--- src/rtl/pipe_pkg.sv ---
// ============================================================================
// pipe_pkg : shared state encoding and defaults for pipe_stage_buf
// Rev 1.0  : initial release
// ============================================================================
`default_nettype none

package pipe_pkg;

  localparam int   DEF_DATA_W     = 64;
  // Bubble defaults to all-zero payload; replicated to the configured width
  localparam logic DEF_BUBBLE_BIT = 1'b0;

  typedef enum logic [1:0] {
    ST_EMPTY = 2'd0,
    ST_ONE   = 2'd1,
    ST_TWO   = 2'd2
  } pipe_state_e;

endpackage : pipe_pkg

`default_nettype wire

--- src/rtl/pipe_sat_counter.sv ---
// ============================================================================
// pipe_sat_counter : up-counter that saturates at all-ones instead of wrapping
// Rev 1.0          : initial release
// ============================================================================
`default_nettype none

module pipe_sat_counter #(
  parameter int CNT_W = 16
) (
  input  logic             clk_i,
  input  logic             rst_i,
  input  logic             inc_i,
  output logic [CNT_W-1:0] count_o
);

  logic [CNT_W-1:0] r_count;
  logic             w_at_max;

  assign w_at_max = &r_count;

  always_ff @(posedge clk_i or negedge rst_i) begin
    if (!rst_i) begin
      r_count <= '0;
    end else if (inc_i && !w_at_max) begin
      r_count <= r_count + 1'b1;
    end
  end

  assign count_o = r_count;

endmodule : pipe_sat_counter

`default_nettype wire

--- src/rtl/pipe_stage_buf.sv ---
// ============================================================================
// pipe_stage_buf : pipeline-stage register, ready/valid with 2-entry skid buffer
//                  Optional statistics counters enabled by macro PIPE_STAT_EN.
// Rev 1.0        : initial release
// ============================================================================
`default_nettype none

module pipe_stage_buf
  import pipe_pkg::*;
#(
  parameter int                 DATA_W     = DEF_DATA_W,
  parameter logic [DATA_W-1:0]  BUBBLE_VAL = {DATA_W{DEF_BUBBLE_BIT}}
`ifdef PIPE_STAT_EN
  ,
  parameter int                 CNT_W      = 16
`endif
) (
  input  logic              clk_i,
  input  logic              rst_i,
  input  logic              flush_i,
  input  logic              in_valid_i,
  output logic              in_ready_o,
  input  logic [DATA_W-1:0] in_data_i,
  output logic              out_valid_o,
  input  logic              out_ready_i,
  output logic [DATA_W-1:0] out_data_o
`ifdef PIPE_STAT_EN
  ,
  output logic [CNT_W-1:0]  stall_cnt_o,
  output logic [CNT_W-1:0]  flush_cnt_o
`endif
);

  pipe_state_e       r_state;
  logic [DATA_W-1:0] r_main;
  logic [DATA_W-1:0] r_skid;
  logic              r_out_valid;
  logic              r_in_ready;

  logic              w_push;
  logic              w_pop;

  assign w_push = in_valid_i  & r_in_ready;
  assign w_pop  = r_out_valid & out_ready_i;

  // Handshake flags are kept as their own flops so neither ready nor valid
  // ever depends combinationally on the opposite side's input.
  always_ff @(posedge clk_i or negedge rst_i) begin
    if (!rst_i) begin
      r_state     <= ST_EMPTY;
      r_main      <= BUBBLE_VAL;
      r_skid      <= BUBBLE_VAL;
      r_out_valid <= 1'b0;
      r_in_ready  <= 1'b1;
    end else if (flush_i) begin
      r_state     <= ST_EMPTY;
      r_main      <= BUBBLE_VAL;
      r_out_valid <= 1'b0;
      r_in_ready  <= 1'b1;
    end else begin
      case (r_state)
        ST_EMPTY: begin
          if (w_push) begin
            r_main      <= in_data_i;
            r_state     <= ST_ONE;
            r_out_valid <= 1'b1;
          end
        end
        ST_ONE: begin
          if (w_push && w_pop) begin
            r_main <= in_data_i;
          end else if (w_push) begin
            r_skid     <= in_data_i;
            r_state    <= ST_TWO;
            r_in_ready <= 1'b0;
          end else if (w_pop) begin
            r_main      <= BUBBLE_VAL;
            r_state     <= ST_EMPTY;
            r_out_valid <= 1'b0;
          end
        end
        ST_TWO: begin
          if (w_pop) begin
            r_main     <= r_skid;
            r_state    <= ST_ONE;
            r_in_ready <= 1'b1;
          end
        end
        default: begin
          r_state     <= ST_EMPTY;
          r_main      <= BUBBLE_VAL;
          r_out_valid <= 1'b0;
          r_in_ready  <= 1'b1;
        end
      endcase
    end
  end

  assign in_ready_o  = r_in_ready;
  assign out_valid_o = r_out_valid;
  assign out_data_o  = r_main;

`ifdef PIPE_STAT_EN
  logic w_stall_inc;
  logic w_flush_inc;

  assign w_stall_inc = r_out_valid & ~out_ready_i;
  // Only flushes that actually discard something are counted
  assign w_flush_inc = flush_i & (r_state != ST_EMPTY);

  pipe_sat_counter #(
    .CNT_W (CNT_W)
  ) u_stall_cnt (
    .clk_i   (clk_i),
    .rst_i   (rst_i),
    .inc_i   (w_stall_inc),
    .count_o (stall_cnt_o)
  );

  pipe_sat_counter #(
    .CNT_W (CNT_W)
  ) u_flush_cnt (
    .clk_i   (clk_i),
    .rst_i   (rst_i),
    .inc_i   (w_flush_inc),
    .count_o (flush_cnt_o)
  );
`endif

endmodule : pipe_stage_buf

`default_nettype wire

--- config.mk ---
export PLATFORM = sky130hd
export DESIGN_NAME = pipe_stage_buf
export DESIGN_NICKNAME = d
export VERILOG_FILES = /design/src/rtl/pipe_pkg.sv /design/src/rtl/pipe_sat_counter.sv /design/src/rtl/pipe_stage_buf.sv
export SDC_FILE = /design/constraint.sdc
export NUM_CORES = 1
export LEC_CHECK = 0
export CORE_ASPECT_RATIO = 2
export CORE_MARGIN = 2
export CORE_UTILIZATION = 49
export CTS_CLUSTER_DIAMETER = 50
export DETAILED_ROUTE_END_ITERATION = 8
export GPL_TIMING_DRIVEN = 0
export PLACE_DENSITY = 0.79
export SLEW_MARGIN = 30
export SYNTH_ARGS = -nofsm -noshare
export SYNTH_HDL_FRONTEND = slang
export SYNTH_SLANG_ARGS = --single-unit
--- constraint.sdc ---
create_clock -name clk_i -period 2.1 [get_ports clk_i]
set_input_delay 0.21 -clock clk_i [delete_from_list [all_inputs] [get_ports clk_i]]
set_output_delay 0.21 -clock clk_i [all_outputs]
set_load 0.01 [all_outputs]
==> metrics.txt, run 1 <==
status=finished clean; CTS Sinks=132; Initial DRT Pass Iterations=4; Synth Register Bits=132; Critical Path Sink Type=register; Ys Warns=0; fillcell total=782; gate count of the mapped netlist=391; Critical Path Max Stage Delay=0.58 ns; Synth area leader=dfrtp_1; CTS Root Cell=clkbuf_16; die width=78.7 um; largest cells by area after synthesis=dfrtp_1 (60%), o2bb2ai_1 (10%), mux2_1 (10%); io pins=135; unrepaired setup endpoints after global routing=false; Tmin final=2.00 ns; Initial Util=50.3%; power density over cell area=1150 nW/um^2; Vias/cell=5.76; r2r setup slk=0.1 ns; cell at the slowest stage of the critical path=dfstp_2; final setup margin=0.0982 ns; Leak=3.31 nW; site row count=54; Detail Route Antenna Nets=0; register clock-pin slew on the reported worst setup and hold paths=0.06 ns; Num CTS Buffers=17; Residual DRC=0; post-route cell area=7650 sq um; Nets=615; drt wl/cell=19.8 um; Layout Skew=0.00708 ns; Synth top area share=60.0%; worst endpoint data arrival time=2.32 ns; count of input and output buffers=134; period utilisation layout=95.3%; Antenna diodes=0; GP Congestion=0.797; Initial DRC Count=196; Core Area=10900 sq um; VDD IR max=0.000861 V; Area Growth Syn to Fin=40.0%; vias in the first global route=4400; measured slew at the worst slew-check pin=0.622 ns; layout cells sized above 1=15.6%; maximum clock rate=500 MHz; placed cell area=7020 sq um; die area=12100 sq um; Longest Clk Path Bufs=2; CTS tree=done; number of antenna violations at the first check in global routing=0; critical-path cell list=nand4_1, a21oi_2, buf_2, a22oi_1, o2bb2ai_1; H-tree depth=4; syn_nets=460; total track usage=24.4%; via count=4028; Slew Limit Headroom=58.5%; register area share after synthesis=60.4%; critical path required time=2.42 ns; largest net degree at the start of global routing=68; Worst-Skew Late Latency=0.41 ns; final setup vio count=0; final wirelength=13900 um; MaxCap Viol Count=0; CP Launch Type=register; Post-Syn Area=5470 sq um; Crit Path Category=register to register; final hold vios=0; Worst Path Max Fanout=10; global-route wire length before repair=22700 um; min-delay worst type=input port to asynchronous set/reset pin; DP Wirelength=9480 um; count of pins over their slew limit=0; count of cell types in the netlist=28; syn_area_per_cell=14.0 sq um; pre-CTS setup slack=-0.0496 ns; grt ovf=0; die height=153 um
-- cells in the mapped netlist --
library cell,count
nand4_1,1
clkbuf_1,2
nor3_2,1
a31oi_1,2
o21ai_1,1
a22oi_1,64
mux2_2,15
o2bb2ai_1,64
buf_2,27
inv_1,2
buf_6,5
dfrtp_1,131
nor2_1,3
o21ba_2,1
a21o_1,1
mux2_1,49
a21oi_2,1
a211oi_1,1
a21oi_4,1
buf_4,1
a21oi_1,3
nor2b_2,1
nand3b_1,1
nand3_1,2
dfstp_2,1
o21bai_1,3
nand2_1,6
nor2b_1,1
-- worst paths after layout --
path	from	end	depth (start not counted)
setup / recovery	in_ready_o	out_data_o[16]	5
hold / removal	rst_i	out_data_o[21]	2
setup reg to reg	in_ready_o	out_data_o[16]	5
hold reg to reg	out_data_o[29]	out_data_o[29]	1
max in group asynchronous	rst_i	in_ready_o	3
min in group clk_i	in_data_i[57]	r_skid[57]	2
-- critical path, delay by kind of cell (launching register included) --
family | cells | cell delay, ns
flip-flops | 1 | 0.58
AND/OR/NAND/NOR | 1 | 0.15
buffers and inverters | 1 | 0.34
AO/OA/AOI/OAI | 3 | 0.84
-- state kept, by name, indices dropped and copies added, names as in the netlist --
register / count
out_valid_o: 1
out_data_o: 64
r_skid: 64
in_ready_o: 1
r_state: 2
-- per-layer routing --
| metal | routed length [um] | up-vias | track usage, % |
|---|---|---|---|
| li1 | - | 1818 | - |
| met1 | 5300 | 2070 | 28.0 |
| met2 | 7670 | 118 | 43.1 |
| met3 | 595 | 22 | 6.67 |
| met4 | 293 | 0 | 8.52 |
| met5 | 0 | - | 0 |
-- per-stage QoR --
step | std cells | setup TNS, ns | utilization [%] | hold slack, ns | power (mW)
6_report | 699 | 0 | 70.4 | 0.327 | 8.83
5_1_grt | 699 | 0 | 70.4 | 0.360 | 9.27
4_1_cts | 699 | 0 | 70.4 | 0.341 | 8.90
3_5_place_dp | 666 | -1.18 | 64.5 | 0.182 | 5.75
3_3_place_gp | 665 | -544.06 | 64.2 | 0.467 | 5.62
2_1_floorplan | 391 | 0 | - | -0.0856 | 4.82
-- placed cells by master (no fill, tap or decap), types with 2 or more instances in the layout --
cell type	synthesis	layout
clkdlybuf4s50_1	0	133
dfrtp_1	131	131
a22oi_1	64	64
o2bb2ai_1	64	64
mux2_1	49	49
buf_2	27	27
clkbuf_16	0	17
mux2_2	15	15
nand2_1	6	6
buf_6	5	5
clkbuf_8	0	4
nor2_1	3	3
o21bai_1	3	3
clkbuf_1	2	3
a21oi_1	3	3
bufinv_16	0	3
inv_6	0	3
inv_1	2	2
a31oi_1	2	2
nand3_1	2	2
clkinv_4	0	2
clkinv_2	0	2
-- report_power, final --
group          switching (mW)  internal (mW)
clock network            1.10           2.01
logic                   0.896           1.05
registers               0.438           3.35
-- timing repair --
item,in CTS,in global routing
hold buffers,1,0
buffers inserted,0,0
gates resized for setup,0,0
hold endpoints to repair,65,0
-- area by class of cell --
class | count | area (sq um) | area share [%]
clock buffers | 22 | 484 | 6.33
well taps | 140 | 175 | 2.29
clock inverters | 10 | 144 | 1.88
repair buffers | 136 | 1380 | 18.1
multi-input cells | 222 | 1950 | 25.5
inverters | 2 | 7.51 | 0.0981
plain buffers | 35 | 206 | 2.70
flip-flops and latches | 132 | 3300 | 43.2
-- logic make-up (layout without fill, tap and decap cells) --
logic type             after synthesis  count (layout)  synth area share [%]
buffers and inverters               37             205                  3.91
multiplexers                        64              64                  13.2
AND/OR/NAND/NOR                     16              16                  1.51
AO/OA/AOI/OAI                      142             142                  21.0
flip-flops                         132             132                  60.4
(Power assumes the default switching activity.)
==> run 2: changes to the inputs <==
--- a/config.mk
+++ b/config.mk
@@ -6,7 +6,6 @@
 export NUM_CORES = 1
 export LEC_CHECK = 0
 export CORE_ASPECT_RATIO = 2
-export CORE_MARGIN = 2
 export CORE_UTILIZATION = 49
 export CTS_CLUSTER_DIAMETER = 50
 export DETAILED_ROUTE_END_ITERATION = 8
==> metrics.txt, run 2 (synthesis results as in run 1) <==
final setup vio count=0 (unchanged); count of pins over their slew limit=0 (unchanged); die width=76.7 um (-2.5%); die area=11600 sq um (-3.8%); Storage cell area=3300 sq um (unchanged); MaxCap Viol Count=0 (unchanged); via count=4060 (+0.79%); total track usage=25.4% (+0.91 points); die height=151 um (-1.3%); unrepaired setup endpoints after global routing=false; most frequent cells in the layout=clkdlybuf4s50_1 (133), dfrtp_1 (131), a22oi_1 (64), o2bb2ai_1 (64), mux2_1 (49); most common cell after layout, fill and taps aside=clkdlybuf4s50_1; grt ovf=0 (unchanged); io pins=135 (unchanged); largest net degree at the start of global routing=81 (+19%); Detail Route Antenna Nets=0 (unchanged); Num CTS Buffers=17 (unchanged); worst endpoint data arrival time=2.32 ns (about the same); Residual DRC=0 (unchanged); critical path required time=2.43 ns (about the same); Layout Skew=0.00898 ns (+0.00190 ns); worst hold margin=0.321 ns (-0.00601 ns); final hold vios=0 (unchanged); fillcell total=784 (+0.26%); CP Launch Type=register; measured slew at the worst slew-check pin=0.587 ns (-0.0350 ns); R2R cell count=5 (unchanged); buffer and inverter count on the worst path=1 (unchanged); Tmin final=1.99 ns (-0.0153 ns); Core Area=10900 sq um (unchanged); final wirelength=13800 um (-0.50%); period utilisation layout=94.6% (-0.73 points); Longest Clk Path Bufs=2 (unchanged); GP Congestion=0.768 (-3.7%); switching share of power=27.5% (about the same); layout cells sized above 1=15.3% (-0.30 points); Critical Path Max Stage Delay=0.58 ns (about the same); Psw=2.39 mW (-1.7%); VDD IR max=0.000722 V (-16%); critical-path cell list=nand4_1, a21oi_2, buf_2, a22oi_1, o2bb2ai_1; Worst-Skew Late Latency=0.41 ns (about the same); CTS tree=done; CTS Sinks=132 (unchanged); min-delay worst type=input port to asynchronous set/reset pin; Antenna diodes=0 (unchanged); Worst Path Max Fanout=10 (unchanged); Slew Limit Headroom=60.8% (+2.3 points); Fin Setup TNS=0 ns (unchanged); clock power share=34.1% (-1.1 points); Critical Path Sink Type=register; r2r setup slk=0.11 ns (+0.02 ns); power density over cell area=1140 nW/um^2 (-1.1%); global-route wire length before repair=22300 um (-1.9%); Area Growth Syn to Fin=39.3%; H-tree depth=4 (unchanged); Initial DRC Count=256 (+31%); cell at the slowest stage of the critical path=dfstp_2; CTS Root Cell=clkbuf_16; Crit Path Category=register to register; drt wl/cell=19.8 um (-0.22%); Initial DRT Pass Iterations=4 (unchanged); status=finished clean; critical path's top delay family=compound AO/OA/AOI/OAI gates; register clock-pin slew on the reported worst setup and hold paths=0.06 ns (about the same); Vias/cell=5.82 (+1.1%); Sequential Power Share=43.6% (+0.8 points); FF-to-FF Start=in_ready_o; site row count=54 (unchanged); count of input and output buffers=134 (unchanged); Gate power share=22.3% (+0.3 points); DP Wirelength=9590 um (+1.1%); footprint of the multi-input gates=1950 sq um (unchanged); RR Endpoint=out_data_o[33]; maximum clock rate=503 MHz (+0.77%); Leak=3.28 nW (-0.85%); vias in the first global route=4344 (-1.3%); post-CTS setup buffers=0 (unchanged); number of antenna violations at the first check in global routing=0 (unchanged); Pint=6.30 mW (-1.6%); Initial Util=50.3% (unchanged); Nets=615 (unchanged)
[run 2: final cells by class]
class / instances / share of cell area [%]
Multi-Input combinational cell: 222 / 25.6
Inverter: 2 / 0.0986
Timing Repair Buffer: 136 / 18.2
Buffer: 35 / 2.71
Clock inverter: 10 / 1.74
Sequential cell: 132 / 43.4
Tap cell: 140 / 2.30
Clock buffer: 20 / 6.00
[run 2: worst max path at each step]
stage                     start             end  slack, ns  cells after the start
floorplan           out_valid_o      r_skid[14]       0.47                      6
global placement          rst_i  out_data_o[19]      -4.12                      1
detailed placement  out_ready_i  out_data_o[33]      -0.10                      6
CTS                  in_ready_o  out_data_o[33]        0.1                      5
global route         in_ready_o  out_data_o[31]       0.01                      5
finish               in_ready_o  out_data_o[33]       0.11                      5
[run 2: power groups by stage]
stage	registers (mW)	clock network, mW	logic, mW
2_1_floorplan	3.76	0	1.05
3_3_place_gp	3.75	0	1.87
3_5_place_dp	3.81	0	1.95
4_1_cts	3.78	3.01	1.96
5_1_grt	3.88	3.13	2.11
6_report	3.79	2.96	1.94
[run 2: layer usage]
layer	GRT usage [%]	share of wire, %	vias to the layer above
met5	0	0	-
met2	46.0	56	142
met1	27.6	37	2077
met4	11.1	2.8	0
li1	-	-	1813
met3	6.57	4.0	28
[run 2: worst register-to-register path: cells and delay by family, from the launching register on]
kind / cells / cell delay [ns]
AND/OR/NAND/NOR: 1 / 0.16
flip-flops: 1 / 0.58
buffers and inverters: 1 / 0.36
AO/OA/AOI/OAI: 3 / 0.82
[run 2: metrics by stage]
step	worst slack (ns)	instances	util (%)	instance area, sq um	power (mW)
6_report	0.113	697	70.0	7620	8.69
5_1_grt	0.0146	697	70.0	7620	9.13
3_5_place_dp	-0.105	666	64.5	7020	5.76
4_1_cts	0.0998	697	70.0	7620	8.75
3_3_place_gp	-4.12	665	64.2	6980	5.62
2_1_floorplan	0.475	391	-	5470	4.82
[run 2: timing repair]
| action | in CTS | in global routing |
|---|---|---|
| hold endpoints to repair | 52 | 0 |
| endpoints found under the setup margin | 0 | 0 |
| resized for setup | 0 | 0 |
| hold buffers | 1 | 0 |
==> run 3: changes to the inputs <==
--- a/config.mk
+++ b/config.mk
@@ -9,6 +9,7 @@
 export CORE_UTILIZATION = 49
 export CTS_CLUSTER_DIAMETER = 50
 export DETAILED_ROUTE_END_ITERATION = 8
+export GPL_ROUTABILITY_DRIVEN = 0
 export GPL_TIMING_DRIVEN = 0
 export PLACE_DENSITY = 0.79
 export SLEW_MARGIN = 30
==> results of run 3 <==
Final layout, timing and power as in run 2 (identical DEF).
